**config.mk**
```make
export PLATFORM = sky130hd
export DESIGN_NAME = execute
export DESIGN_NICKNAME = d
export VERILOG_FILES = /design/src/rtl/execute.sv
export SDC_FILE = /design/constraint.sdc
export NUM_CORES = 1
export LEC_CHECK = 0
export ABC_AREA = 1
export ABC_CLOCK_PERIOD_IN_PS = 20400
export CAP_MARGIN = 5
export CORE_MARGIN = 10
export CORE_UTILIZATION = 50
export DETAILED_ROUTE_END_ITERATION = 16
export PLACE_DENSITY = 0.72
export SETUP_SLACK_MARGIN = 0.3
export SLEW_MARGIN = 10
export SYNTH_ARGS = -nofsm -noshare
export SYNTH_HDL_FRONTEND = slang
export SYNTH_SLANG_ARGS = --single-unit
```
**constraint.sdc**
```tcl
create_clock -name clock -period 20.4 [get_ports clock]
set_input_delay 2.04 -clock clock [delete_from_list [all_inputs] [get_ports clock]]
set_output_delay 2.04 -clock clock [all_outputs]
set_load 0.05 [all_outputs]
```
**src/rtl/execute.sv**
```systemverilog
// execute: single-issue ALU stage with a sequential shift-add multiplier.
// Results and store requests are registered toward the write stage.
`default_nettype none

module execute #(
  parameter int WIDTH    = 32,
  parameter int REG_BITS = 5
) (
  input  logic                clock,
  input  logic                reset,
  input  logic                flush,
  input  logic                in_valid,
  output logic                in_hold,
  input  logic [WIDTH-1:0]    in_pc,
  input  logic [3:0]          in_operation,
  input  logic [REG_BITS-1:0] in_destination,
  input  logic [WIDTH-1:0]    in_left,
  input  logic [WIDTH-1:0]    in_right,
  input  logic [WIDTH-1:0]    in_adjustment,
  input  logic                in_is_writing_memory,
  output logic                out_valid,
  input  logic                out_hold,
  output logic [WIDTH-1:0]    out_pc,
  output logic [REG_BITS-1:0] out_destination,
  output logic [WIDTH-1:0]    out_result,
  output logic                out_is_writing_memory,
  output logic [WIDTH-1:0]    out_address,
  output logic [WIDTH-1:0]    out_data
);

  localparam int SHAMT_BITS = $clog2(WIDTH);

  localparam logic [3:0] OP_ADD  = 4'd0;
  localparam logic [3:0] OP_SUB  = 4'd1;
  localparam logic [3:0] OP_AND  = 4'd2;
  localparam logic [3:0] OP_OR   = 4'd3;
  localparam logic [3:0] OP_XOR  = 4'd4;
  localparam logic [3:0] OP_SHL  = 4'd5;
  localparam logic [3:0] OP_SHR  = 4'd6;
  localparam logic [3:0] OP_SRA  = 4'd7;
  localparam logic [3:0] OP_SLT  = 4'd8;
  localparam logic [3:0] OP_SLTU = 4'd9;
  localparam logic [3:0] OP_MUL  = 4'd10;
  localparam logic [3:0] OP_PASS = 4'd11;

  typedef enum logic [1:0] {
    IDLE     = 2'd0,
    MULTIPLY = 2'd1,
    DONE     = 2'd2
  } state_t;

  state_t state, state_next;

  logic [WIDTH-1:0]      multiplicand;
  logic [WIDTH-1:0]      multiplier;
  logic [WIDTH-1:0]      accumulator;
  logic [SHAMT_BITS-1:0] count;
  logic [WIDTH-1:0]      mul_pc;
  logic [REG_BITS-1:0]   mul_destination;

  logic                  is_mul_request;
  logic                  last_iteration;
  logic [SHAMT_BITS-1:0] shamt;
  logic [WIDTH-1:0]      alu_result;

  assign is_mul_request = in_valid && !flush && (in_operation == OP_MUL);
  assign last_iteration = (count == SHAMT_BITS'(WIDTH - 1));
  assign shamt          = in_right[SHAMT_BITS-1:0];

  assign in_hold = in_valid && !flush &&
                   (out_hold || (state == MULTIPLY) ||
                    ((state == IDLE) && (in_operation == OP_MUL)));

  always_comb begin
    alu_result = '0;
    case (in_operation)
      OP_ADD:  alu_result = in_left + in_right;
      OP_SUB:  alu_result = in_left - in_right;
      OP_AND:  alu_result = in_left & in_right;
      OP_OR:   alu_result = in_left | in_right;
      OP_XOR:  alu_result = in_left ^ in_right;
      OP_SHL:  alu_result = in_left << shamt;
      OP_SHR:  alu_result = in_left >> shamt;
      OP_SRA:  alu_result = $unsigned($signed(in_left) >>> shamt);
      OP_SLT:  alu_result = {{(WIDTH-1){1'b0}}, $signed(in_left) < $signed(in_right)};
      OP_SLTU: alu_result = {{(WIDTH-1){1'b0}}, in_left < in_right};
      OP_PASS: alu_result = in_right;
      default: alu_result = '0;
    endcase
  end

  // Leaving IDLE for a multiply ignores out_hold; every other move waits for it.
  always_comb begin
    state_next = state;
    if (flush) begin
      state_next = IDLE;
    end else begin
      case (state)
        IDLE:     if (is_mul_request) state_next = MULTIPLY;
        MULTIPLY: if (!out_hold && last_iteration) state_next = DONE;
        DONE:     if (!out_hold) state_next = IDLE;
        default:  state_next = IDLE;
      endcase
    end
  end

  always_ff @(posedge clock or posedge reset) begin
    if (reset) state <= IDLE;
    else       state <= state_next;
  end

  always_ff @(posedge clock or posedge reset) begin
    if (reset) begin
      multiplicand    <= '0;
      multiplier      <= '0;
      accumulator     <= '0;
      count           <= '0;
      mul_pc          <= '0;
      mul_destination <= '0;
    end else if (flush) begin
      count <= '0;
    end else if (state == IDLE) begin
      if (is_mul_request) begin
        multiplicand    <= in_left;
        multiplier      <= in_right;
        accumulator     <= '0;
        count           <= '0;
        mul_pc          <= in_pc;
        mul_destination <= in_destination;
      end
    end else if (state == MULTIPLY && !out_hold) begin
      if (multiplier[0]) accumulator <= accumulator + multiplicand;
      multiplicand <= multiplicand << 1;
      multiplier   <= multiplier >> 1;
      count        <= count + 1'b1;
    end
  end

  always_ff @(posedge clock or posedge reset) begin
    if (reset) begin
      out_valid             <= 1'b0;
      out_pc                <= '0;
      out_destination       <= '0;
      out_result            <= '0;
      out_is_writing_memory <= 1'b0;
      out_address           <= '0;
      out_data              <= '0;
    end else if (flush) begin
      out_valid <= 1'b0;
    end else if (!out_hold) begin
      if (state == IDLE && in_valid && in_operation != OP_MUL) begin
        out_valid             <= 1'b1;
        out_pc                <= in_pc;
        out_destination       <= in_destination;
        out_is_writing_memory <= in_is_writing_memory;
        out_result            <= in_is_writing_memory ? '0 : alu_result;
        out_address           <= in_is_writing_memory ? in_left + in_adjustment : '0;
        out_data              <= in_is_writing_memory ? in_right : '0;
      end else if (state == DONE) begin
        out_valid             <= 1'b1;
        out_pc                <= mul_pc;
        out_destination       <= mul_destination;
        out_is_writing_memory <= 1'b0;
        out_result            <= accumulator;
        out_address           <= '0;
        out_data              <= '0;
      end else begin
        out_valid <= 1'b0;
      end
    end
  end

endmodule

`default_nettype wire

```
==> results_dict.tcl, run 1 <==
set metrics [dict create \
    outcome "finished clean" \
    multi_input_area_sq_um 15600 \
    syn_area_sq_um 24700 \
    dp_cells 4750 \
    area_growth_pct 17.5 \
    seqCellArea_sq_um 6880 \
    row_count 81 \
    synth-warning-count 0 \
    fp.dieW_um 242 \
    cts_buffers 31 \
    criticalPathCategory "primary input to output pin" \
    layout.nets 4434 \
    num_vias 28517 \
    synth_fp_nets 4257 \
    rsz0062_at_grt "no" \
    overflow 0 \
    slowest_delay_ps 810 \
    synth_largest_area_cell "dfrtp_1" \
    synth.avg_cell_area_sq_um 6.28 \
    crit_slowest_cell "clkdlybuf4s50_1" \
    placed_cell_area_sq_um 27900 \
    firstDrtPassIters 6 \
    clock_sinks 275 \
    final_cell_area_sq_um 29100 \
    clk_pin_slew_ps 60 \
    slew_viol_final 0 \
    dp_hpwl_um 86500 \
    crit_fanout 39 \
    cp-end-kind "output pin" \
    grt_pass1_wl_um 165000 \
    cts-root-buf "clkbuf_16" \
    hp-class "flop to flop" \
    fmax_mhz 155 \
    tns_ps 0 \
    antenna_left 0 \
    power_density_nw_per_um2 111 \
    grt_pass1_vias 26520 \
    vias_per_cell 5.93 \
    synth.area.top_cells "dfrtp_1 28%, nand2_1 19%, nand3_1 8.7%, ha_1 8.5%, inv_1 6.0%" \
    clkLatencyLatePin_ps 600 \
    yosysMostFrequentCell "nand2_1" \
    antenna_found_initial 9 \
    required_ps 18360 \
    synth_ff_type "dfrtp_1" \
    synth_common_cells "1258 x nand2_1, 429 x nand3_1, 398 x inv_1" \
    p_leak_nw 14.5 \
    critPathLaunchType "primary input" \
    grt_max_degree 96 \
    cts_resized 0 \
    worst_slew_pin_slew_ps 1060 \
    path_cells "clkdlybuf4s50_1 -> inv_1 -> nand2_1 -> nor2_4 -> nand3_2 -> buf_4 -> nand2_1 -> clkdlybuf4s50_1" \
    period_minus_slack_ps 6450 \
    synthCells 3942 \
    wl_um 110000 \
    dieArea_sq_um 58800 \
    finalCritPeriodShare 0.316 \
    start_util 0.505 \
    fin_cells 4810 \
    synthArstFlopShare 1.00 \
    cap_violations 0 \
    die_height_um 242 \
    synth.top_cell.area_share 0.278 \
    vdd_ir_drop_max_mv 0.123 \
    drc 0 \
    setup_slack_ps 13950 \
    core-area_sq_um 49000 \
    hold_viol_final 0 \
    portBuffers 278 \
    setup_violations 0 \
    synth_cell_types 49 \
    routedWlPerCell_um 23.0 \
    drive_gt1_frac 0.0406 \
    clock_path_buffers 3 \
    drt_iter0_markers 3464 \
    skew_ps 6.33 \
    grt_usage 0.361 \
    fillers 4894 \
    cts_tree "built" \
    htree_levels 1 \
    post-cts-setup-buffers 0 \
    synth-seq-cells 275 \
    slew_headroom 0.292 \
    synth_edf_count 0 \
    cp.arrival_ps 4410 \
    preCtsSetupSlack_ps 14000 \
    gp_congestion 1.08 \
    postCtsHoldBufs 0 \
    seq_area_frac_synth 0.278 \
    io_pins 279 \
]
-- path summary, 6_finish.rpt --
check / startpoint / end / slack [ps] / cells past startpoint
max: in_operation[2] / in_hold / 13950 / 8
min: out_address[3] / out_address[3] / 480 / 2
max reg2reg: state[0] / out_pc[12] / 14840 / 11
min reg2reg: out_address[3] / out_address[3] / 480 / 2
max in group asynchronous: reset / accumulator[23] / 17060 / 3
min in group asynchronous: reset / multiplier[10] / 1900 / 2
-- critical path, delay by kind of cell --
family                 cells  cell delay [ps]
AND/OR/NAND/NOR            4              620
buffers and inverters      4             1710
-- where the power goes --
group	internal [mW]	total (mW)	switching (mW)
clock network	0.377	0.619	0.243
logic	0.527	1.68	1.15
registers	0.762	0.940	0.178
total	1.67	3.24	1.57
-- cell type report --
| cell class | instances | area share |
|---|---|---|
| clock inverter | 15 | 0.00801 |
| clock buffer | 40 | 0.0303 |
| timing repair buffer | 318 | 0.106 |
| antenna | 5 | 0.000430 |
| multi-input combinational | 3083 | 0.537 |
| sequential | 275 | 0.237 |
| inverter | 410 | 0.0533 |
| tap | 664 | 0.0286 |
-- logic make-up (layout without fill, tap and decap cells) --
group / Yosys count / after routing / share of synthesized area
adder cells (fa/ha/maj): 172 / 172 / 0.0882
flip-flops: 275 / 275 / 0.278
buffers and inverters: 584 / 783 / 0.0923
AO/OA/AOI/OAI: 723 / 723 / 0.161
XOR/XNOR: 18 / 18 / 0.00637
AND/OR/NAND/NOR: 2132 / 2132 / 0.356
other: 0 / 5 / 0
multiplexers: 38 / 38 / 0.0172
-- cell usage in the layout (no fill, tap or decap), types with 27 or more instances in the layout --
cell type	count
nand2_1	1257
nand3_1	428
inv_1	396
nor2_1	329
clkdlybuf4s50_1	276
dfrtp_1	275
o21ai_0	262
a21oi_1	256
ha_1	168
a31oi_1	80
nand4_1	46
buf_4	40
o22ai_1	37
mux2_2	37
clkbuf_16	31
nor3_1	27
-- per-stage QoR --
stage,power [mW],hold slack [ps],util
floorplan,2.00,466,-
global placement,2.57,464,0.571
detailed placement,2.59,468,0.571
CTS,3.22,486,0.593
global route,3.41,498,0.594
finish,3.24,482,0.594
-- registers in the layout, indices dropped and copies added (netlist names), 32 cells and up --
signal / count
out_result: 32
accumulator: 32
out_pc: 32
mul_pc: 32
multiplicand: 32
out_address: 32
multiplier: 32
out_data: 32
-- metal layers --
metal / vias up / GRT usage / routed length (um)
li1: 13386 / - / -
met4: 8 / 0.191 / 6460
met1: 13359 / 0.479 / 44400
met3: 244 / 0.0733 / 11700
met5: - / 0 / 65
met2: 1520 / 0.546 / 47800
(Power assumes the default switching activity.)
==> inputs of run 2 (changes only) <==
- ABC_CLOCK_PERIOD_IN_PS: 20400 -> 6500
- clock period: 20.4 -> 6.5 ns (I/O delays scaled with it)
==> run 2 against run 1 <==
Via count increased by 0.77%. Power rose to 3.1 times the previous value. Global-route usage rose by 0.092 points. Sequential cell count is the same. Hold slack got worse by 3.6 ps. Routed wire length increased by 0.32%. Clock skew is 9.9 ps higher. Largest cell class unchanged.
==> results_dict.tcl, run 2 (synthesis gave the netlist of run 1 again) <==
set metrics [dict create \
    grt_pass1_wl_um 165000 \
    hold_viol_final 0 \
    criticalPathCategory "primary input to flop" \
    setup_slack_ps 2430 \
    slew_viol_final 0 \
    crit_fanout 74 \
    clock_path_buffers 3 \
    r2r_setup_slack_ps 2580 \
    p_int_mw 5.22 \
    seqCellArea_sq_um 6880 \
    slowest_delay_ps 720 \
    dieArea_sq_um 58800 \
    preCtsSetupSlack_ps 1960 \
    antenna_left 0 \
    skew_ps 16.2 \
    hp-class "primary input to asynchronous set/reset pin" \
    num_vias 28736 \
    setup_violations 0 \
    crit_slowest_cell "clkdlybuf4s50_1" \
    overflow 0 \
    pwr-share-comb 0.517 \
    outcome "finished clean" \
    clk_pin_slew_ps 60 \
    crit_path_frequent_cell "buf_4" \
    power_density_nw_per_um2 351 \
    cap_violations 0 \
    final_cell_mix "1257 x nand2_1, 428 x nand3_1, 396 x inv_1" \
    fillers 4852 \
    crit_path_start "in_operation[0]" \
    start_util 0.505 \
    slew_headroom 0.248 \
    grt_pass1_vias 26751 \
    rsz0062_at_grt "no" \
    tns_ps 0 \
    fp.dieW_um 242 \
    core-area_sq_um 49000 \
    post-cts-setup-buffers 0 \
    cts_resized 0 \
    drc 0 \
    htree_levels 2 \
    timing.rr.start "state[0]" \
    cts_buffers 35 \
    finalCritPeriodShare 0.626 \
    grt_usage 0.362 \
    cp.arrival_ps 4530 \
    clock_sinks 275 \
    required_ps 6970 \
    dp_hpwl_um 86700 \
    cp-end-kind "flop" \
    vias_per_cell 5.97 \
    dp_cells 4749 \
    fmax_mhz 246 \
    die_height_um 242 \
    drive_gt1_frac 0.0413 \
    multi_input_area_sq_um 15600 \
    switching_share 0.489 \
    grt_max_degree 153 \
    drt_iter0_markers 3327 \
    portBuffers 278 \
    power_frac_seq 0.290 \
    cts_tree "built" \
    cp-endpoint "out_pc[27]" \
    worst_slew_pin_slew_ps 1130 \
    final_core_util 0.595 \
    layout.nets 4437 \
    rr_endpoint "out_pc[27]" \
    postCtsHoldBufs 0 \
    period_minus_slack_ps 4070 \
    antenna_found_initial 7 \
    mostFrequentLayoutCell "nand2_1" \
    fin_cells 4812 \
    firstDrtPassIters 6 \
    critPathLaunchType "primary input" \
    power_frac_clock 0.193 \
    io_pins 279 \
    clkLatencyLatePin_ps 550 \
    routedWlPerCell_um 23.0 \
    row_count 81 \
    r2r.worst_path.cells 12 \
    wl_um 111000 \
    cts-root-buf "clkbuf_16" \
    area_growth_pct 17.7 \
    p_switching_mw 4.99 \
    power_mw 10.2 \
    path_cells "clkdlybuf4s50_1 -> inv_1 -> nand2_2 -> nor2_4 -> nor3_4 -> buf_4 -> inv_2 -> o21ai_1 -> nand3_4 -> clkinv_2 -> buf_4 -> nor2_1 -> a31oi_1" \
    vdd_ir_drop_max_mv 0.403 \
    gp_congestion 1.08 \
    p_leak_nw 14.5 \
]
## run 2: changes by cell type in the layout (fill, tap and decap cells not counted), moves of 3 or more
cell,before,now
bufinv_16,6,2
clkbuf_16,31,35
clkinv_2,8,5
clkinvlp_4,0,3
## run 2: power groups by stage
stage	Combinational [mW]	Clock (mW)	Sequential (mW)
finish	5.27	1.97	2.96
global route	5.67	2.05	3.03
CTS	5.22	1.99	2.94
detailed placement	5.19	0	2.95
global placement	5.14	0	2.95
floorplan	2.23	0	4.04
## run 2: worst min-delay path by stage
| stage | start | endpoint | slack, ps | cells past startpoint |
|---|---|---|---|---|
| 2_1_floorplan | multiplier[31] | multiplier[31] | 470 | 1 |
| 3_3_place_gp | out_is_writing_memory | out_is_writing_memory | 460 | 2 |
| 3_5_place_dp | out_is_writing_memory | out_is_writing_memory | 460 | 2 |
| 4_1_cts | reset | multiplier[8] | 480 | 2 |
| 5_1_grt | out_address[17] | out_address[17] | 500 | 2 |
| 6_report | reset | multiplier[8] | 480 | 2 |
## run 2: final cells by class
type | count | share of cell area
Tap cell | 664 | 0.0285
Clock buffer | 47 | 0.0344
Clock inverter | 13 | 0.00529
Timing Repair Buffer | 317 | 0.106
Antenna cell | 3 | 0.000258
Inverter | 410 | 0.0530
Sequential cell | 275 | 0.236
Multi-Input combinational cell | 3083 | 0.536
## run 2: per-stage QoR
stage	hold slack (ps)	area (sq um)
floorplan	466	24700
global placement	463	27900
detailed placement	462	27900
CTS	477	29100
global route	501	29100
finish	479	29100
## run 2: critical path: cells and delay by family
family                 cells  cell delay (ps)
AO/OA/AOI/OAI              2              340
buffers and inverters      6             2560
AND/OR/NAND/NOR            5              900
## run 2: metal layers
| metal | wire [um] | track usage |
|---|---|---|
| met5 | 52 | 0 |
| met2 | 47600 | 0.548 |
| met4 | 6460 | 0.190 |
| met1 | 44600 | 0.475 |
| met3 | 12100 | 0.0833 |
